--- config.mk ---
export PLATFORM = sky130hd
export DESIGN_NAME = opal_tx_sequencer
export DESIGN_NICKNAME = d
export VERILOG_FILES = /design/src/rtl/opal_pkg.sv /design/src/rtl/opal_sync_edge.sv /design/src/rtl/opal_tx_sequencer.sv
export SDC_FILE = /design/constraint.sdc
export NUM_CORES = 1
export LEC_CHECK = 0
export CORE_ASPECT_RATIO = 0.6
export CORE_UTILIZATION = 47
export DETAILED_ROUTE_END_ITERATION = 10
export PLACE_DENSITY = 0.77
export SLEW_MARGIN = 30
export SYNTH_ARGS = -nofsm -noshare
export SYNTH_HDL_FRONTEND = slang
export SYNTH_SLANG_ARGS = --single-unit
--- constraint.sdc ---
create_clock -name clk -period 2.5 [get_ports clk]
set_input_delay 0.625 -clock clk [delete_from_list [all_inputs] [get_ports clk]]
set_output_delay 0.625 -clock clk [all_outputs]
set_load 0.01 [all_outputs]
--- src/rtl/opal_pkg.sv ---
// Shared types and widths for the OPAL link block (transmit and receive paths).
package opal_pkg;
  typedef enum logic [1:0] {IDLE, SETUP, HOLD} opal_tx_state_t;
  localparam int OPAL_BYTE_W = 8;
  localparam int OPAL_CNT_W  = 16;
endpackage

--- src/rtl/opal_sync_edge.sv ---
// Multi-flop synchronizer for an asynchronous level plus a registered rising-edge pulse.
// o_level lags i_async by SYNC_STAGES cycles; o_rise pulses SYNC_STAGES+1 cycles after a rise.
module opal_sync_edge #(
  parameter int SYNC_STAGES = 2
) (
  input  logic clk,
  input  logic rst,
  input  logic i_async,
  output logic o_level,
  output logic o_rise
);
  logic [SYNC_STAGES-1:0] r_sync;
  logic                   r_level_d;
  logic                   r_rise;

  always_ff @(posedge clk) begin
    if (rst) begin
      r_sync    <= '0;
      r_level_d <= 1'b0;
      r_rise    <= 1'b0;
    end else begin
      r_sync    <= {r_sync[SYNC_STAGES-2:0], i_async};
      r_level_d <= r_sync[SYNC_STAGES-1];
      r_rise    <= r_sync[SYNC_STAGES-1] & ~r_level_d;
    end
  end

  assign o_level = r_sync[SYNC_STAGES-1];
  assign o_rise  = r_rise;
endmodule

--- src/rtl/opal_tx_sequencer.sv ---
// Sends a latched NUM_BYTES frame to OPAL as strobed 8-bit words, one frame per enable rise.
// Each byte: HALF_PERIOD cycles setup (strobe low) then HALF_PERIOD cycles hold (strobe high).
module opal_tx_sequencer
  import opal_pkg::*;
#(
  parameter int NUM_BYTES   = 16,
  parameter int HALF_PERIOD = 15,
  parameter int SYNC_STAGES = 2
) (
  input  logic                             clk,
  input  logic                             rst,
  input  logic                             i_enable,
  input  logic [NUM_BYTES*OPAL_BYTE_W-1:0] i_payload,
  input  logic                             i_clr_overrun,
  output logic [OPAL_BYTE_W-1:0]           o_data,
  output logic                             o_strobe,
  output logic                             o_frame,
  output logic                             o_done,
  output logic                             o_overrun,
  output logic [OPAL_CNT_W-1:0]            o_frame_cnt
);
  localparam int PH_W  = $clog2(HALF_PERIOD + 1);
  localparam int IDX_W = $clog2(NUM_BYTES + 1);
  localparam logic [PH_W-1:0]  PH_LAST  = PH_W'(HALF_PERIOD - 1);
  localparam logic [IDX_W-1:0] IDX_LAST = IDX_W'(NUM_BYTES - 1);

  opal_tx_state_t                   r_state;
  opal_tx_state_t                   w_state_nxt;
  logic [PH_W-1:0]                  r_phase;
  logic [IDX_W-1:0]                 r_idx;
  logic [NUM_BYTES*OPAL_BYTE_W-1:0] r_shadow;
  logic [OPAL_BYTE_W-1:0]           r_data;
  logic [OPAL_BYTE_W-1:0]           w_next_byte;
  logic                             r_strobe;
  logic                             r_frame;
  logic                             r_done;
  logic                             r_overrun;
  logic [OPAL_CNT_W-1:0]            r_frame_cnt;
  logic                             w_en_level;
  logic                             w_en_rise;
  logic                             w_phase_end;
  logic                             w_start;
  logic                             w_advance;
  logic                             w_finish;
  logic                             w_abort;

  opal_sync_edge #(.SYNC_STAGES(SYNC_STAGES)) u_sync_edge (
    .clk     (clk),
    .rst     (rst),
    .i_async (i_enable),
    .o_level (w_en_level),
    .o_rise  (w_en_rise)
  );

  always_ff @(posedge clk) begin
    if (rst) r_state <= IDLE;
    else     r_state <= w_state_nxt;
  end

  always_comb begin
    w_state_nxt = r_state;
    w_phase_end = (r_phase == PH_LAST);
    w_start     = 1'b0;
    w_advance   = 1'b0;
    w_finish    = 1'b0;
    w_abort     = 1'b0;
    case (r_state)
      IDLE: begin
        if (w_en_rise) begin
          w_start     = 1'b1;
          w_state_nxt = SETUP;
        end
      end
      SETUP: begin
        if (!w_en_level) begin
          w_abort     = 1'b1;
          w_state_nxt = IDLE;
        end else if (w_phase_end) begin
          w_state_nxt = HOLD;
        end
      end
      HOLD: begin
        if (!w_en_level) begin
          w_abort     = 1'b1;
          w_state_nxt = IDLE;
        end else if (w_phase_end) begin
          if (r_idx == IDX_LAST) begin
            w_finish    = 1'b1;
            w_state_nxt = IDLE;
          end else begin
            w_advance   = 1'b1;
            w_state_nxt = SETUP;
          end
        end
      end
      default: w_state_nxt = IDLE;
    endcase
  end

  // Byte for the next index comes from the shadow copy, never from the live payload.
  always_comb begin
    w_next_byte = '0;
    for (int k = 0; k < NUM_BYTES; k++) begin
      if (r_idx + IDX_W'(1) == IDX_W'(k)) w_next_byte = r_shadow[k*OPAL_BYTE_W +: OPAL_BYTE_W];
    end
  end

  always_ff @(posedge clk) begin
    if (rst) begin
      r_phase     <= '0;
      r_idx       <= '0;
      r_shadow    <= '0;
      r_data      <= '0;
      r_strobe    <= 1'b0;
      r_frame     <= 1'b0;
      r_done      <= 1'b0;
      r_overrun   <= 1'b0;
      r_frame_cnt <= '0;
    end else begin
      r_frame  <= (w_state_nxt != IDLE);
      r_strobe <= (w_state_nxt == HOLD);
      r_done   <= w_finish;
      if (r_state == IDLE || w_state_nxt != r_state) r_phase <= '0;
      else                                           r_phase <= r_phase + PH_W'(1);
      if (w_start) begin
        r_shadow <= i_payload;
        r_data   <= i_payload[OPAL_BYTE_W-1:0];
        r_idx    <= '0;
      end else if (w_advance) begin
        r_idx  <= r_idx + IDX_W'(1);
        r_data <= w_next_byte;
      end
      if (w_finish) r_frame_cnt <= r_frame_cnt + OPAL_CNT_W'(1);
      // An edge that coincides with the final hold ending is dropped, not flagged.
      if (w_en_rise && r_state != IDLE && !w_finish) r_overrun <= 1'b1;
      else if (i_clr_overrun)                        r_overrun <= 1'b0;
    end
  end

  assign o_data      = r_data;
  assign o_strobe    = r_strobe;
  assign o_frame     = r_frame;
  assign o_done      = r_done;
  assign o_overrun   = r_overrun;
  assign o_frame_cnt = r_frame_cnt;
endmodule

==> qor.txt, run 1 <==
Slew @ Worst Pin: 550 ps
max-slew violation count: 0
#FFs+latches synth: 171
Die ar.: 17800 µm²
post-synthesis async set-or-reset flop share: 0%
Setup WS pre-CTS: -147 ps
number of global-route vias before repair: 7582
wire per inst: 17.5 µm
syn avg cell area: 7.50 µm²
row cnt: 36
initial detailed-routing violation count: 764
min Tclk post-route: 2430 ps
mapped cell area: 8120 µm²
slew margin rel.: 63.3%
CTS tree: done
Worst EP required: 2810 ps
Die X: 172 µm
post-synth top area cell: dfxtp_1
power share of the combinational group: 7.1%
worst-case clock buffer depth: 2
maximum VDD drop: 0.483 mV
GRT Overall Usage: 29.1%
EDFF count, synth: 0
clock buffer count from CTS: 17
DRT Wirelength: 26100 µm
met2 wire len: 10600 µm
CTS H-tree lvls: 4
crit path launch: r_idx[1]
Worst Setup EP: o_data[1]
Ys Warns: 0
aggregate global routing overflow: 0
power share of the sequential group: 48.2%
Synth Instances: 1082
sequential cell area fraction in the yosys report: 42.2%
cell internal pwr: 0.00438 W
R2R depth: 8
port bufs: 159
worst reg2reg setup slack: 70 ps
Post-synth top cells: 305 x nand2_1, 178 x a21oi_1, 171 x dfxtp_1
final hold violation count: 0
Worst Hold Class: register to register
type of origin of the critical path: register
Initial Util: 49.0%
DR pass1 iterations: 5
Yosys top cell area share: 42.2%
core box area: 16600 µm²
leakage power: 3.84 nW
routability cong.: 0.949
top cells by area, synth: dfxtp_1 42%, nand2_1 14%, a21oi_1 11%, clkbuf_1 3.0%, nor2_1 2.4%
fin nets: 1393
Detail Route Antenna Nets: 0
Net Switching: 0.00145 W
CP max FO: 19
Worst Skew: 16.8 ps
r2r startpoint: r_idx[1]
Worst Setup Path Type: register to register
top-level I/O count: 160
Synth Flop Type: dfxtp_1
crit share post-route: 97.0%
initial antenna violation count: 0
CTS root buffer: clkbuf_16
pin count of the biggest net entering global routing: 93
unrepaired setup endpoints after global routing: true
# clock sinks: 171
fillers: 1484
Top Layer Used: met4
top-count cell post-synth: nand2_1
WL met1: 12900 µm
switching share of power: 24.9%
clock share of power: 44.8%
vias per cell: 5.66
share of layout cells above drive strength 1: 11.9%
Max-Cap Viols: 0
outcome: complete, no violations
synth-to-layout area growth: 35.6%
fmax: 412 MHz
met3 wire length: 2360 µm
first-pass GRT wire length: 40300 µm
worst flop-to-flop path endpoint: o_data[1]
Worst-path clk slew: 70 ps
pwr/cell area: 530 nW/µm²
Die H: 104 µm
unique cell type count in the Yosys netlist: 70
drt drc: 0
WP data arrival: 2740 ps
DR vias: 8444
CP endpoint kind: register
detailed placement HPWL: 19300 µm
hold_sp: u_sync_edge.r_level_d
clk_lat worst skew: 430 ps
Setup-failing EPs final: 0
Final WS setup: 74.4 ps
Antenna Cells: 0
total negative slack: 0 ps
syn nets: 1223
==> per-layer routing <==
metal  vias up  global-route usage (%)
met5         -                       0
li1       4069                       -
met2       382                    40.5
met1      3969                    45.4
met3        24                    5.92
met4         0                    6.06
==> power groups by stage <==
stage	clock network [W]	registers, W	logic, W
floorplan	0	0.00286	0.000145
global placement	0	0.00287	0.000402
detailed placement	0	0.00287	0.000408
CTS	0.00265	0.00281	0.000412
global route	0.00275	0.00281	0.000448
finish	0.00261	0.00281	0.000412
==> kinds of logic after synthesis <==
group,count (synthesis),synth area share (%)
multiplexers,4,0.509
buffers and inverters,107,5.50
AO/OA/AOI/OAI,333,25.4
adder cells (fa/ha/maj),9,1.39
flip-flops,171,42.2
AND/OR/NAND/NOR,442,23.3
XOR/XNOR,16,1.73
==> what timing repair did <==
| item | in CTS | in global routing |
|---|---|---|
| endpoints found under the hold margin | 0 | 0 |
| pin swaps | 0 | 7 |
| setup buffers | 0 | 5 |
| endpoints found under the setup margin | 7 | 8 |
| gates resized for setup | 6 | 22 |
| hold buffers | 0 | 0 |
==> worst min path at each step <==
| stage | endpoint | slack (ps) | cells past startpoint |
|---|---|---|---|
| after global routing | u_sync_edge.o_rise | 410 | 1 |
| final | u_sync_edge.o_rise | 400 | 1 |
| after floorplan | u_sync_edge.o_rise | 370 | 1 |
| after CTS | u_sync_edge.o_rise | 400 | 1 |
| after global placement | u_sync_edge.o_rise | 380 | 1 |
| after detailed placement | u_sync_edge.o_rise | 390 | 1 |
==> flip-flops by register name, indices dropped and copies added, names as in the netlist <==
register / flops
o_done: 1
o_strobe: 1
o_data: 8
o_frame: 1
u_sync_edge.r_level_d: 1
r_phase: 4
o_overrun: 1
u_sync_edge.r_sync: 2
r_state: 2
r_shadow: 128
u_sync_edge.o_rise: 1
o_frame_cnt: 16
r_idx: 5
==> worst max-delay path, stage by stage, from the launching register on <==
cell and delay, ps:
dfxtp_1 340, ha_2 190, buf_4 250, nand2_1 120
a21oi_4 250, or2_1 490, o2bb2ai_1 240, o221ai_1 220
a21o_1 220
==> layout by cell type, fill, tap and decap left out, drive strengths merged, types with 7 or more instances in the layout <==
master,Yosys,final
buf,22,79
ha,9,9
xor2,8,8
nor3,11,11
a211oi,7,7
nand2b,7,7
nand3,14,14
o21ai,36,36
o211ai,9,9
nand3b,7,7
clkdlybuf4s50,0,158
nor2,54,54
a31oi,8,8
a21o,10,10
a21oi,181,181
nand4,7,7
o22ai,13,13
dfxtp,171,171
xnor2,8,8
inv,20,25
o31ai,7,7
a221oi,16,16
nand2,305,305
clkinv,1,7
clkbuf,64,18
==> layout make-up <==
cell class	count	area [µm²]	share of cell area, %
Multi-Input combinational cell	804	4360	39.6
Tap cell	228	285	2.59
Clock buffer	18	439	3.99
Sequential cell	171	3420	31.1
Clock inverter	14	151	1.38
Timing Repair Buffer	237	2260	20.5
Inverter	21	90.1	0.818
==> through the flow <==
step	cell area, µm²	hold slack [ps]	util, %	instances	power, W
finish	11000	396	66.4	1493	0.00583
floorplan	8120	368	-	1082	0.00300
detailed placement	10300	386	61.9	1456	0.00328
global placement	10300	376	61.9	1456	0.00327
CTS	10900	396	65.7	1488	0.00586
global route	11000	405	66.4	1493	0.00601
No activity file was read; power rests on OpenSTA's default activity.
==> run 2: changes to the inputs <==
--- a/config.mk
+++ b/config.mk
@@ -13,3 +13,4 @@
 export SYNTH_ARGS = -nofsm -noshare
 export SYNTH_HDL_FRONTEND = slang
 export SYNTH_SLANG_ARGS = --single-unit
+export TNS_END_PERCENT = 100
==> results of run 2 <==
Same layout as run 1: the final DEF is identical, and so are final timing and power.
==> run 3: changes to the inputs <==
--- a/config.mk
+++ b/config.mk
@@ -6,6 +6,7 @@
 export NUM_CORES = 1
 export LEC_CHECK = 0
 export CORE_ASPECT_RATIO = 0.6
+export CORE_MARGIN = 10
 export CORE_UTILIZATION = 47
 export DETAILED_ROUTE_END_ITERATION = 10
 export PLACE_DENSITY = 0.77
==> run 3 against run 2 <==
Compared with the run above:
- global-route usage is 6.7 points lower
- sequential power hardly changed
- die area is 30% higher
- utilization is 2.0 points lower
- routed wire length is 3.9% higher
- critical path depth is 2 higher
- sequential share of layout area is 0.088 points higher
- flip-flop and latch count stayed put
- final cell count is 0.33% lower
- worst hold slack worse by 11 ps
- largest cell class unchanged
- highest routed layer unchanged
==> qor.txt, run 3 (synthesis results as in run 1) <==
outcome: complete, no violations
Worst Hold Class: register to register
Die X: 190 µm
worst-case clock buffer depth: 2
GRT Overall Usage: 22.4%
most frequent cells in the layout: 302 x nand2_1, 177 x a21oi_1, 171 x dfxtp_1, 158 x clkdlybuf4s50_1, 61 x buf_4
drt drc: 0
Antenna Cells: 0
Worst-path clk slew: 70 ps
DRT Wirelength: 27100 µm
commonest non-fill, non-tap cell in the layout: nand2_1
total power: 0.00587 W
Setup-failing EPs final: 0
initial detailed-routing violation count: 736
port bufs: 159
Largest register FFs: 128
clk_lat worst skew: 430 ps
slew margin rel.: 57.5%
first-pass GRT wire length: 41600 µm
fin cells: 1488
min Tclk post-route: 2400 ps
vias per cell: 5.58
pwr/cell area: 535 nW/µm²
share of layout cells above drive strength 1: 11.4%
crit share post-route: 95.9%
Detail Route Antenna Nets: 0
clock buffer count from CTS: 17
CP max FO: 10
row cnt: 37
max-slew violation count: 0
post-route cell area: 11000 µm²
final hold violation count: 0
Max-Cap Viols: 0
top-level I/O count: 160
CTS root buffer: clkbuf_16
Die ar.: 23100 µm²
aggregate global routing overflow: 0
Die H: 122 µm
Biggest register: r_shadow
placed insts: 1454
Worst Skew: 11.9 ps
Worst EP required: 2810 ps
detailed placement HPWL: 20200 µm
CTS tree: done
wire per inst: 18.2 µm
CTS H-tree lvls: 4
initial antenna violation count: 0
core box area: 17000 µm²
pin count of the biggest net entering global routing: 134
CP endpoint kind: register
fin nets: 1382
maximum VDD drop: 0.391 mV
synth-to-layout area growth: 35.2%
Initial Util: 47.7%
DR vias: 8308
type of origin of the critical path: register
number of global-route vias before repair: 7634
fmax: 417 MHz
leakage power: 3.79 nW
DR pass1 iterations: 6
WP data arrival: 2710 ps
routability cong.: 0.969
Worst Setup Path Type: register to register
fillers: 1528
total negative slack: 0 ps
# clock sinks: 171
Slew @ Worst Pin: 638 ps
CTS Hold Bufs: 0
Post-DP Area: 10200 µm²
Layout Utilization: 64.4%
[run 3: cell count changes in the layout (fill, tap and decap cells not counted), sizes merged]
cell,before,now
inv,25,26
buf,79,68
clkbuf,18,17
[run 3: worst max-delay path, cell delays in order, from the launching register on]
cell	delay (ps)
dfxtp_1	320
buf_4	170
inv_1	90
ha_2	240
buf_4	220
clkinvlp_4	200
o21ai_0	360
a221oi_2	150
a2bb2oi_2	170
o21ai_2	260
a21oi_2	90
[run 3: path summary, 6_finish.rpt]
path	cells past startpoint	start	endpoint	slack, ps
min reg2reg	1	u_sync_edge.r_level_d	u_sync_edge.o_rise	380
min	1	u_sync_edge.r_level_d	u_sync_edge.o_rise	380
max	10	r_idx[0]	o_data[5]	100
max reg2reg	10	r_idx[0]	o_data[5]	100
[run 3: cell type report]
| type | count | area (µm²) | area share (%) |
|---|---|---|---|
| Clock buffer | 17 | 425 | 3.88 |
| Tap cell | 234 | 293 | 2.67 |
| Inverter | 21 | 82.6 | 0.752 |
| Multi-Input combinational cell | 804 | 4410 | 40.1 |
| Timing Repair Buffer | 226 | 2170 | 19.8 |
| Clock inverter | 15 | 174 | 1.58 |
| Sequential cell | 171 | 3420 | 31.2 |
[run 3: through the flow]
step	worst slack [ps]	hold WS, ps
3_3_place_gp	-174	373
3_5_place_dp	-155	375
5_1_grt	-32.4	400
4_1_cts	-9.78	385
2_1_floorplan	36.1	368
6_report	101	385
[run 3: where the power goes]
part / leakage (nW) / total, W / switching, W / internal [W]
combinational: 2.12 / 0.000408 / 0.000163 / 0.000245
sequential: 1.38 / 0.00281 / 0.0000370 / 0.00277
clock: 0.286 / 0.00265 / 0.00130 / 0.00135
total: 3.79 / 0.00587 / 0.00150 / 0.00437
[run 3: per-layer routing]
metal,global-route usage [%],routed length [µm],vias to the layer above
met5,0,0,-
met4,5.33,359,0
met3,6.36,2740,35
met2,31.0,10800,376
met1,33.3,13200,3836
li1,-,-,4061
[run 3: timing repair]
action	CTS	global route
pin swaps	1	3
buffers inserted	1	1
endpoints found under the setup margin	6	8
gates cloned	0	0
resized for setup	9	23
